$ cat config.mk
export PLATFORM = sky130hd
export DESIGN_NAME = vram_arbiter
export DESIGN_NICKNAME = d
export VERILOG_FILES = /design/src/rtl/gb_vram_pkg.sv /design/src/rtl/vram_arbiter.sv
export SDC_FILE = /design/constraint.sdc
export NUM_CORES = 1
export LEC_CHECK = 0
export BUFFER_PORTS_ARGS = -buffer_cell sky130_fd_sc_hd__buf_2
export CAP_MARGIN = 20
export CORE_ASPECT_RATIO = 2
export CORE_MARGIN = 4
export CORE_UTILIZATION = 46
export CTS_BUF_LIST = sky130_fd_sc_hd__clkbuf_16
export DETAILED_ROUTE_END_ITERATION = 10
export PLACE_DENSITY = 0.8
export SYNTH_ARGS = -nofsm -noshare
export SYNTH_HDL_FRONTEND = slang
export SYNTH_SLANG_ARGS = --single-unit
$ cat constraint.sdc
create_clock -name clk -period 2.05 [get_ports clk]
set_input_delay 0.3075 -clock clk [delete_from_list [all_inputs] [get_ports clk]]
set_output_delay 0.3075 -clock clk [all_outputs]
set_load 0.01 [all_outputs]
$ cat src/rtl/gb_vram_pkg.sv
// Purpose: shared types and constants for the VRAM arbiter.
// Latency: n/a (types and constants only).
// Backpressure: n/a.
package gb_vram_pkg;

  typedef enum logic [1:0] {
    OWN_NONE,
    OWN_PPU,
    OWN_DMA,
    OWN_CPU
  } owner_e;

  typedef enum logic [1:0] {
    IDLE,
    ACCESS,
    CAPTURE,
    RESP
  } arb_state_e;

  // STAT mode in which the PPU owns VRAM exclusively
  localparam logic [1:0] PPU_MODE_DRAW     = 2'd3;
  // Open-bus value seen by a locked-out CPU/DMA read
  localparam logic [7:0] VRAM_BLOCKED_DATA = 8'hFF;

endpackage

$ cat src/rtl/vram_arbiter.sv
// Purpose: shares the single VRAM port between PPU, OAM DMA and CPU, applying mode-3 lockout.
// Latency: req -> ack in 3 cycles; one transaction per 4 cycles.
// Backpressure: requesters hold req until their one-cycle ack; losers wait in priority order.
//
// Ports:
//   clk, reset                  clock, async active-high reset
//   lcd_on, ppu_mode            lockout control, sampled at grant
//   ppu_req/addr/rdata/ack      PPU read channel (never locked out)
//   dma_req/addr/rdata/ack      DMA read channel
//   cpu_req/we/addr/wdata/rdata/ack  CPU read/write channel
//   vram_en/we/addr/din/dout    VRAM macro pins (dout registered, 1-cycle latency)
module vram_arbiter
  import gb_vram_pkg::*;
#(
  parameter int                 ADDR_W     = 13,
  parameter int                 DATA_W     = 8,
  parameter logic [DATA_W-1:0]  BLOCK_DATA = VRAM_BLOCKED_DATA,
  parameter logic [1:0]         LOCK_MODE  = PPU_MODE_DRAW
) (
  input  logic              clk,
  input  logic              reset,
  input  logic              lcd_on,
  input  logic [1:0]        ppu_mode,
  input  logic              ppu_req,
  input  logic [ADDR_W-1:0] ppu_addr,
  output logic [DATA_W-1:0] ppu_rdata,
  output logic              ppu_ack,
  input  logic              dma_req,
  input  logic [ADDR_W-1:0] dma_addr,
  output logic [DATA_W-1:0] dma_rdata,
  output logic              dma_ack,
  input  logic              cpu_req,
  input  logic              cpu_we,
  input  logic [ADDR_W-1:0] cpu_addr,
  input  logic [DATA_W-1:0] cpu_wdata,
  output logic [DATA_W-1:0] cpu_rdata,
  output logic              cpu_ack,
  output logic              vram_en,
  output logic              vram_we,
  output logic [ADDR_W-1:0] vram_addr,
  output logic [DATA_W-1:0] vram_din,
  input  logic [DATA_W-1:0] vram_dout
);

  arb_state_e        state_q, state_d;
  owner_e            owner_q, grant;
  logic              we_q, blocked_q;
  logic [ADDR_W-1:0] addr_q;
  logic [DATA_W-1:0] wdata_q;
  logic [DATA_W-1:0] ppu_rdata_q, dma_rdata_q, cpu_rdata_q;

  logic [ADDR_W-1:0] grant_addr;
  logic              grant_we;
  logic              grant_blocked;

  // Fixed priority PPU > DMA > CPU, plus the request fields of the winner.
  always_comb begin
    grant      = OWN_NONE;
    grant_addr = addr_q;
    grant_we   = 1'b0;
    if (ppu_req) begin
      grant      = OWN_PPU;
      grant_addr = ppu_addr;
    end else if (dma_req) begin
      grant      = OWN_DMA;
      grant_addr = dma_addr;
    end else if (cpu_req) begin
      grant      = OWN_CPU;
      grant_addr = cpu_addr;
      grant_we   = cpu_we;
    end
  end

  // Lockout is decided once, at grant; later mode changes cannot tear an access.
  assign grant_blocked = lcd_on && (ppu_mode == LOCK_MODE) && (grant != OWN_PPU);

  always_comb begin
    state_d = state_q;
    case (state_q)
      IDLE:    if (grant != OWN_NONE) state_d = ACCESS;
      ACCESS:  state_d = CAPTURE;
      CAPTURE: state_d = RESP;
      RESP:    state_d = IDLE;
      default: state_d = IDLE;
    endcase
  end

  always_ff @(posedge clk or posedge reset) begin
    if (reset) begin
      state_q     <= IDLE;
      owner_q     <= OWN_NONE;
      we_q        <= 1'b0;
      blocked_q   <= 1'b0;
      addr_q      <= '0;
      wdata_q     <= '0;
      ppu_rdata_q <= '0;
      dma_rdata_q <= '0;
      cpu_rdata_q <= '0;
    end else begin
      state_q <= state_d;
      if (state_q == IDLE) begin
        owner_q <= grant;
        if (grant != OWN_NONE) begin
          addr_q    <= grant_addr;
          we_q      <= grant_we;
          wdata_q   <= cpu_wdata;
          blocked_q <= grant_blocked;
        end
      end
      // vram_dout is only meaningful the cycle after an enabled ACCESS
      if (state_q == CAPTURE) begin
        case (owner_q)
          OWN_PPU: ppu_rdata_q <= vram_dout;
          OWN_DMA: dma_rdata_q <= blocked_q ? BLOCK_DATA : vram_dout;
          OWN_CPU: if (!we_q) cpu_rdata_q <= blocked_q ? BLOCK_DATA : vram_dout;
          default: ;
        endcase
      end
    end
  end

  // Decoded straight from state so reset clears the pins immediately.
  assign vram_en   = (state_q == ACCESS) && !blocked_q;
  assign vram_we   = vram_en && (owner_q == OWN_CPU) && we_q;
  assign vram_addr = addr_q;
  assign vram_din  = wdata_q;

  assign ppu_ack   = (state_q == RESP) && (owner_q == OWN_PPU);
  assign dma_ack   = (state_q == RESP) && (owner_q == OWN_DMA);
  assign cpu_ack   = (state_q == RESP) && (owner_q == OWN_CPU);

  assign ppu_rdata = ppu_rdata_q;
  assign dma_rdata = dma_rdata_q;
  assign cpu_rdata = cpu_rdata_q;

endmodule
# == Word-level counts from Yosys, hierarchy flattened ==
# Cells that the tools add are included.
# W data, S select, Z words.
# op_classes
eq_ne,9
muxes,12
n_reduce_logical,17
bitwise_logic,1
# op_table
operator,n
$mux W13,3
$eq A2 B2 Y1 const B,5
$logic_and A1 B1 Y1,8
$mux W2,4
$mux W8,1
$pmux W2 S4,1
$reduce_and A2 Y1,3
$reduce_and A3 Y1,2
$eq A2 B1 Y1 const B,2
$mux W1,3
$reduce_bool A3 Y1,1
$logic_not A2 Y1,1
$ne A2 B1 Y1 const B,1
$ne A2 B2 Y1 const B,1
$reduce_bool A2 Y1,1
$logic_not A1 Y1,1
$not A1 Y1,1
# totals
reg_bits,51
elab_cells,48
input_bits,64
out_inout_bits,50

# == Depth between registers and ports, before layout ==
# Gate-level depths: netlist (run 1).
# logic_depth
word_depth,6
depth_mapped,7
depth_no_buf,5

# == Least setup slack after synthesis (run 1) ==
# Ideal clock, no wire load.
# synth_path
path_kind,register to register
start,reg state_q[0]
end,"reg wdata_q[0], in the netlist vram_din[0]"
n_path_buf,2
setup_time_ps,127
path_stages_with_launch,7
period_less_slack_ps,1482
required_time_ps,1923
setup_slack_ps,568
t_arrival_ps,1355
cell_sequence,dfrtp_1 inv_1 ha_1 buf_2 o31ai_4 buf_6 mux2_1
# synth_via
elab_chain_cells,2
# synth_lines
element,line_no,text
start: declaration,vram_arbiter.sv:45,"arb_state_e state_q, state_d;"
start signal: assignment,vram_arbiter.sv:100,state_q <= state_d;
$logic_not A2 Y1,vram_arbiter.sv:101,if (state_q == IDLE) begin
$reduce_and A2 Y1 (no line),--,
end signal: assignment,vram_arbiter.sv:106,wdata_q <= cpu_wdata;
end: declaration,vram_arbiter.sv:49,logic [DATA_W-1:0] wdata_q;
# Every way passes these cells.
# A chain may end at the register's enable or synchronous reset.

# == Final worst setup path (run 1) ==
# layout_path
start,reg state_q[1]
end,out vram_we
# layout_via
elab_chain_cells,4
# layout_lines
element,line_no,text
$eq A2 B1 Y1,vram_arbiter.sv:123,assign vram_en = (state_q == ACCESS) && !blocked_q;
$logic_and A1 B1 Y1,vram_arbiter.sv:123,
$logic_and A1 B1 Y1 (2 in series),vram_arbiter.sv:124,assign vram_we = vram_en && (owner_q == OWN_CPU) && we_q;
end: declaration,vram_arbiter.sv:39,"output logic vram_we,"
# Every way passes these cells.

==> results of run 1 <==
-- per-layer routing --
layer  vias to the layer above  wire length (um)  track usage [%]  part of all wire (%)
met5                         -                 0                0                     0
met4                         0               152             9.78                   2.6
met3                        12               399             5.26                   6.7
met2                        77              3410             37.1                    57
met1                       908              1970             20.5                    33
li1                        938                 -                -                     -
-- power breakdown --
| part | total, mW | switching [mW] | internal (mW) |
|---|---|---|---|
| sequential | 1.80 | 0.284 | 1.51 |
| combinational | 1.80 | 0.976 | 0.824 |
| clock | 1.06 | 0.359 | 0.699 |
| total | 4.65 | 1.62 | 3.04 |
-- layout make-up --
class,instances,share of cell area [%]
sequential,51,40.8
tap,57,2.28
multi-input combinational,138,30.6
clock buffer,5,4.00
clock inverter,3,2.16
timing repair buffer,119,19.5
inverter,5,0.600
-- flip-flops by register name (all words and copies together), names as in the netlist, 2 cells and up --
register,count
dma_rdata,8
vram_din,8
ppu_rdata,8
cpu_rdata,8
owner_q,2
vram_addr,13
state_q,2
-- critical path, stage by stage (launching register included) --
cell,delay (ps)
dfrtp_1,390
inv_1,80
ha_1,170
nor2b_1,130
and4_1,210
buf_2,130
-- cells in the mapped netlist --
| cell | instances |
|---|---|
| nor3b_1 | 1 |
| a31oi_1 | 2 |
| o21ai_0 | 31 |
| nor2b_1 | 1 |
| nand2b_1 | 1 |
| nand2_1 | 33 |
| mux2i_1 | 13 |
| inv_1 | 4 |
| dfrtp_1 | 51 |
| o31ai_4 | 1 |
| inv_2 | 1 |
| nand4b_1 | 1 |
| nand3b_1 | 1 |
| nor2_1 | 11 |
| buf_6 | 2 |
| buf_4 | 2 |
| clkbuf_1 | 3 |
| mux2_1 | 2 |
| o211ai_1 | 1 |
| buf_2 | 3 |
| and3_1 | 2 |
| nor3_1 | 1 |
| nand4_1 | 1 |
| and4_1 | 1 |
| nand3_1 | 2 |
| ha_1 | 4 |
| mux2_2 | 28 |
-- cells by family (layout without fill, tap and decap cells) --
logic type | after synthesis | after routing | share of synthesized area, %
fa+ha+maj | 4 | 4 | 2.16
buf+inv | 15 | 132 | 3.56
flops | 51 | 51 | 55.1
compound gates | 35 | 35 | 8.48
mux | 43 | 43 | 20.2
simple gates | 56 | 56 | 10.5
-- worst max-delay path by stage --
stage               startpoint            to  slack (ps)
floorplan                reset     blocked_q         510
global placement       dma_req   vram_din[4]         280
detailed placement     dma_req  vram_addr[8]         210
CTS                 state_q[1]       vram_we         340
global route        state_q[0]  dma_rdata[6]         210
finish              state_q[1]       vram_we         350
-- cell usage in the layout (no fill, tap or decap), types with 2 or more instances in the layout --
cell,instances
a31oi_1,2
dfrtp_1,51
mux2_2,28
ha_1,4
nand3_1,2
buf_2,113
nand2_1,33
mux2i_1,13
bufinv_16,2
mux2_1,2
and3_1,2
buf_4,6
o21ai_0,31
inv_1,3
nor2_1,11
inv_2,2
clkbuf_16,5
-- stage by stage --
stage	utilization, %	std cells
5_1_grt	64.3	378
2_1_floorplan	-	204
6_report	64.3	378
3_3_place_gp	60.3	370
4_1_cts	64.3	378
3_5_place_dp	60.3	370
==> out/metrics.cfg, run 1 <==
[setup_path]
crit_arrival_ps = 1400
rr_startpoint = state_q[0]
worstSetupStartpointType = flop
endpoint_kind = primary output
reg2reg_slack_ps = 370
worstPathRequired_ps = 1740
path_max_fanout = 4
r2r_end = dma_rdata[6]
worstSetupPathType = flop to primary output
reg2reg_depth = 5

[place]
place_area_um2 = 2940
numPortBuffers = 113
gp_congestion = 0.817
post-place-ws_ps = 206
dp_hpwl_um = 4760

[yosys]
netlist_area_um2 = 2320
yosysWarnings = 0
synth-seq-cells = 51
yosysSeqAreaShare_pct = 55.1
syn_area_per_cell_um2 = 11.4
ys_types = 27
synth_nets = 272
synth_area_leader_cell = dfrtp_1
yosysTopAreaCellShare_pct = 55.1
syn_inst = 204
synth.area.top_cells = dfrtp_1, mux2_2, o21ai_0

[sta]
hold_violations = 0
hold_ws_ps = 73.7
setup_tns_ps = 0
rsz0062_at_grt = false
tightest_slew_ps = 886
period_share_pct = 83.1
setup_viol = 0
max_freq_ghz = 0.587
max_slew_margin_pct = 40.9
drv_slew = 0
fin_ws_ps = 347
finalCriticalPeriod_ps = 1700
skew_ps = 6.15

[power]
vdd_drop_max_mv = 0.930
total_power_mw = 4.65
p_leak_nw = 1.64
pwr_density_cell_nw_per_um2 = 1490

[grt]
grt_pass1_wl_um = 9520
track_usage_pct = 20.3
gr-total-overflow = 0
grt_pass1_vias = 1996
grt_max_degree = 29
antenna_found_initial = 0

[clock_network]
cts_buffers = 5
cts_max_level = 2
cts_tree = built
cts-hold-fix-buffers = 0
cts_resized = 0
postCtsSetupRepairBufs = 0
clk_latency_ps = 290
root_buffer = clkbuf_16
cts.sinks = 51
ctsLongestPathBuffers = 2
clk_pin_slew_ps = 70

[floorplan]
dieArea_um2 = 6310
io_pins = 114
die_y_um = 108
rows = 36
die_x_um = 58.2
fp.coreArea_um2 = 4860
start_util_pct = 47.6

[status]
status = completed

[route]
viasPerCell = 5.12
wire_per_inst_um = 15.7
drcViolationCount = 0
drt_pass1_iterations = 4
vias = 1935
totalWireLength_um = 5940
final_antenna_net_count = 0
drt-initial-drc-count = 58

[flow_run]
maxCapViolations = 0

[final_layout]
area_growth_pct = 35.0
seq_area_um2 = 1280
fillCellCount = 409
final_cell_area_um2 = 3130
diodes = 0
final_nets = 388
multi_input_area_um2 = 958
drive_gt1_share_pct = 49.2

[min_path]
min_path_type = input port to async pin

(Power assumes the default switching activity.)
==> inputs of run 2 (changes only) <==
==> constraint.sdc (replaced) <==
create_clock -name clk -period 1.8 [get_ports clk]
set_input_delay 0.27 -clock clk [delete_from_list [all_inputs] [get_ports clk]]
set_output_delay 0.27 -clock clk [all_outputs]
set_load 0.01 [all_outputs]
==> out/metrics.cfg, run 2 (synthesis gave the netlist of run 1 again) <==
[status]
status = completed

[place]
gp_congestion = 0.779
dp_hpwl_um = 4690
numPortBuffers = 113

[final_layout]
final_nets = 392
area_growth_pct = 35.6
diodes = 0
seq_area_um2 = 1280
largest_reg_flops = 13
final_common_cell = buf_2
fillCellCount = 399
drive_gt1_share_pct = 50.2
final_cell_mix = buf_2, dfrtp_1, nand2_1, o21ai_0, mux2_2
multi_input_area_um2 = 961

[setup_path]
cpPeakStageDelay_ps = 410
r2r_end = ppu_rdata[1]
worstSetupPathType = flop to primary output
reg2reg_slack_ps = 130
reg2reg_depth = 4
crit_arrival_ps = 1410
slowest_stage = dfrtp_1
cp-endpoint = vram_we
cp_top_family = flip-flops
worstSetupStartpoint = state_q[1]
worstPathRequired_ps = 1530
rr_startpoint = state_q[1]
path_max_fanout = 4
endpoint_kind = primary output
crit_chain = inv_2, ha_1, nor2b_2, and4_1, buf_2
worstSetupStartpointType = flop
path_buf_inv = 2
cp_num_cells = 5

[route]
drt_pass1_iterations = 4
final_antenna_net_count = 0
viasPerCell = 5.10
drt-initial-drc-count = 31
met3RoutedLength_um = 383
drt-met1-wl_um = 2020
wire_per_inst_um = 15.2
wl_met2_um = 3250
top_layer = met4
vias = 1947
drcViolationCount = 0
totalWireLength_um = 5790

[clock_network]
clk_pin_slew_ps = 70
clk_latency_ps = 280
cts_tree = built
ctsLongestPathBuffers = 2
root_buffer = clkbuf_16
cts.sinks = 51
cts_buffers = 5
cts_max_level = 2

[grt]
antenna_found_initial = 0
grt_max_degree = 22
grt_pass1_wl_um = 9470
grt_pass1_vias = 2094
gr-total-overflow = 0
track_usage_pct = 19.4

[floorplan]
dieArea_um2 = 6310
die_y_um = 108
fp.coreArea_um2 = 4860
io_pins = 114
die_x_um = 58.2
rows = 36
start_util_pct = 47.6

[sta]
rsz0062_at_grt = false
max_freq_ghz = 0.596
setup_tns_ps = 0
finalCriticalPeriod_ps = 1680
max_slew_margin_pct = 43.5
hold_ws_ps = 198
hold_violations = 0
tightest_slew_ps = 847
period_share_pct = 93.3
skew_ps = 5.72
drv_slew = 0
setup_viol = 0

[power]
vdd_drop_max_mv = 1.10
pwr_density_cell_nw_per_um2 = 1650
p_leak_nw = 1.65

[min_path]
min_from = cpu_wdata[0]
min_path_type = input port to flop

[flow_run]
maxCapViolations = 0

## run 2: how the worst min path moves through the flow
| stage | to | slack, ps | cells past startpoint |
|---|---|---|---|
| 3_5_place_dp | vram_din[5] | 280 | 2 |
| 2_1_floorplan | vram_din[0] | 400 | 1 |
| 3_3_place_gp | vram_din[5] | 270 | 2 |
| 5_1_grt | vram_din[7] | 210 | 2 |
| 4_1_cts | vram_din[7] | 200 | 2 |
| 6_report | vram_din[0] | 200 | 2 |
## run 2: worst register-to-register path: stages, from the launching register on
cell and delay [ps]:
dfrtp_1 420, buf_4 150, ha_1 210, nand3_1 380, mux2_2 390
## run 2: per-stage QoR
| step | instances | worst slack (ps) | power (mW) | cell area [um^2] | util, % |
|---|---|---|---|---|---|
| 2_1_floorplan | 204 | 300 | 3.25 | 2320 | - |
| 3_3_place_gp | 372 | 109 | 4.02 | 2950 | 60.6 |
| 3_5_place_dp | 372 | 23.8 | 4.15 | 2950 | 60.6 |
| 4_1_cts | 381 | 76.7 | 5.23 | 3130 | 64.4 |
| 5_1_grt | 382 | 23.9 | 5.59 | 3140 | 64.6 |
| 6_report | 382 | 121 | 5.19 | 3140 | 64.6 |
## run 2: report_power, final
part	leakage (nW)	switching, mW	internal (mW)
Sequential	0.612	0.307	1.72
Combinational	0.957	1.12	0.969
Clock	0.0804	0.413	0.660
## run 2: final cells by class
class                           instances  area share (%)
Tap cell                               57            2.27
Sequential cell                        51            40.6
Clock inverter                          3            1.47
Multi-Input combinational cell        138            30.6
Clock buffer                            5            3.98
Inverter                                5           0.597
Timing Repair Buffer                  123            20.5
## run 2: timing repair
action	4_1_cts	5_1_grt
resized for setup	0	2
hold buffers	1	0
endpoints found under the setup margin	0	1
setup buffers	0	1
hold endpoints to repair	18	0
## run 2: per-layer routing
| metal | vias to the layer above | track usage (%) |
|---|---|---|
| met5 | - | 0 |
| met4 | 0 | 7.13 |
| met3 | 12 | 4.18 |
| met2 | 82 | 37.2 |
| met1 | 911 | 19.7 |
| li1 | 942 | - |
==> inputs of run 3 (changes only) <==
==> constraint.sdc (replaced) <==
create_clock -name clk -period 1.8 [get_ports clk]
set_input_delay 0.27 -clock clk [delete_from_list [all_inputs] [get_ports clk]]
set_output_delay 0.27 -clock clk [all_outputs]
set_load 0.005 [all_outputs]
==> out/metrics.cfg, run 3 (synthesis gave the netlist of run 1 again) <==
[setup_path]
worstSetupPathType = flop to primary output
crit_arrival_ps = 1400
reg2reg_slack_ps = 190
r2r_end = ppu_rdata[1]
worstPathRequired_ps = 1530
reg2reg_depth = 4
worstSetupStartpointType = flop
endpoint_kind = primary output
rr_startpoint = state_q[0]
path_max_fanout = 4

[final_layout]
drive_gt1_share_pct = 49.7
seq_area_um2 = 1280
largest_reg_flops = 13
final_cell_mix = buf_2, dfrtp_1, nand2_1, o21ai_0, mux2_2
finalCoreUtilization_pct = 64.4
final_common_cell = buf_2
fillCellCount = 399
final_nets = 391
diodes = 0
area_growth_pct = 35.3
multi_input_area_um2 = 961

[min_path]
min_path_type = input port to flop
min_from = cpu_wdata[0]
whs_path_depth = 2
worstHoldEndpoint = vram_din[0]

[power]
sw_frac_of_total_pct = 32.9
pwr_density_cell_nw_per_um2 = 1580
p_leak_nw = 1.65
p_clk_share_pct = 21.7
p_sw_mw = 1.63
vdd_drop_max_mv = 1.05
total_power_mw = 4.95
seqPwrFrac_pct = 40.9
p_int_mw = 3.33
power_frac_comb_pct = 37.4

[grt]
track_usage_pct = 19.4
grt_pass1_wl_um = 9470
grt_max_degree = 22
gr-total-overflow = 0
grt_pass1_vias = 2094
antenna_found_initial = 0

[clock_network]
root_buffer = clkbuf_16
clk_pin_slew_ps = 70
postCtsSetupRepairBufs = 0
cts_max_level = 2
cts_buffers = 5
cts.sinks = 51
cts_tree = built
ctsLongestPathBuffers = 2
clk_latency_ps = 280

[route]
drt-initial-drc-count = 32
drt_pass1_iterations = 4
viasPerCell = 5.12
drcViolationCount = 0
final_antenna_net_count = 0
vias = 1950
wire_per_inst_um = 15.2
totalWireLength_um = 5780

[sta]
period_share_pct = 93.0
fin_ws_ps = 126
skew_ps = 5.70
setup_viol = 0
tightest_slew_ps = 848
finalCriticalPeriod_ps = 1670
rsz0062_at_grt = false
drv_slew = 0
hold_ws_ps = 198
max_slew_margin_pct = 43.5
hold_violations = 0
setup_tns_ps = 0
max_freq_ghz = 0.597

[status]
status = completed

[floorplan]
start_util_pct = 47.6
die_y_um = 108
io_pins = 114
dieArea_um2 = 6310
die_x_um = 58.2
fp.coreArea_um2 = 4860
rows = 36

[place]
dp_hpwl_um = 4690
post-place-ws_ps = 23.8
gp_congestion = 0.779
numPortBuffers = 113

[flow_run]
maxCapViolations = 0

==> run 3: changes by cell type in the layout (fill, tap and decap cells not counted), sizes merged <==
cell,change
buf,-1
==> run 3: how the worst max path moves through the flow <==
| stage | startpoint | endpoint | slack, ps |
|---|---|---|---|
| global placement | dma_req | vram_addr[4] | 110 |
| floorplan | reset | blocked_q | 300 |
| CTS | state_q[1] | vram_we | 90 |
| detailed placement | dma_req | vram_addr[4] | 20 |
| finish | state_q[1] | vram_we | 130 |
| global route | state_q[1] | vram_we | 6 |
==> run 3: layout make-up <==
| class | instances | share of cell area (%) |
|---|---|---|
| sequential | 51 | 40.7 |
| multi-input combinational | 138 | 30.7 |
| timing repair buffer | 122 | 20.3 |
| clock buffer | 5 | 3.99 |
| tap | 57 | 2.28 |
| clock inverter | 3 | 1.48 |
| inverter | 5 | 0.599 |
==> run 3: routing by layer <==
| layer | track usage [%] | wire length, um | vias to the layer above |
|---|---|---|---|
| li1 | - | - | 937 |
| met1 | 19.7 | 2010 | 917 |
| met2 | 37.2 | 3250 | 84 |
| met3 | 4.18 | 384 | 12 |
| met4 | 7.13 | 136 | 0 |
| met5 | 0 | 0 | - |
==> run 3: worst max-delay path, stage by stage, from the launching register on <==
cell and delay [ps]:
dfrtp_1 390, inv_1 80, ha_1 190, nor2b_2 160, and4_1 190, buf_2 120
==> run 3: per-stage QoR <==
| stage | instances | instance area [um^2] |
|---|---|---|
| after floorplan | 204 | 2320 |
| after global placement | 372 | 2950 |
| after detailed placement | 372 | 2950 |
| after CTS | 381 | 3130 |
| after global routing | 381 | 3130 |
| final | 381 | 3130 |
==> run 3: power groups by stage <==
stage / Sequential (mW) / Combinational (mW) / Clock (mW)
floorplan: 2.07 / 0.974 / 0
global placement: 2.02 / 1.79 / 0
detailed placement: 2.04 / 1.89 / 0
CTS: 2.03 / 1.89 / 1.09
global route: 2.10 / 2.10 / 1.15
finish: 2.03 / 1.85 / 1.07
==> run 3: timing repair <==
action,CTS,global route
gates resized for setup,0,1
setup endpoints to repair,0,1
hold buffers,1,0
hold endpoints to repair,18,0
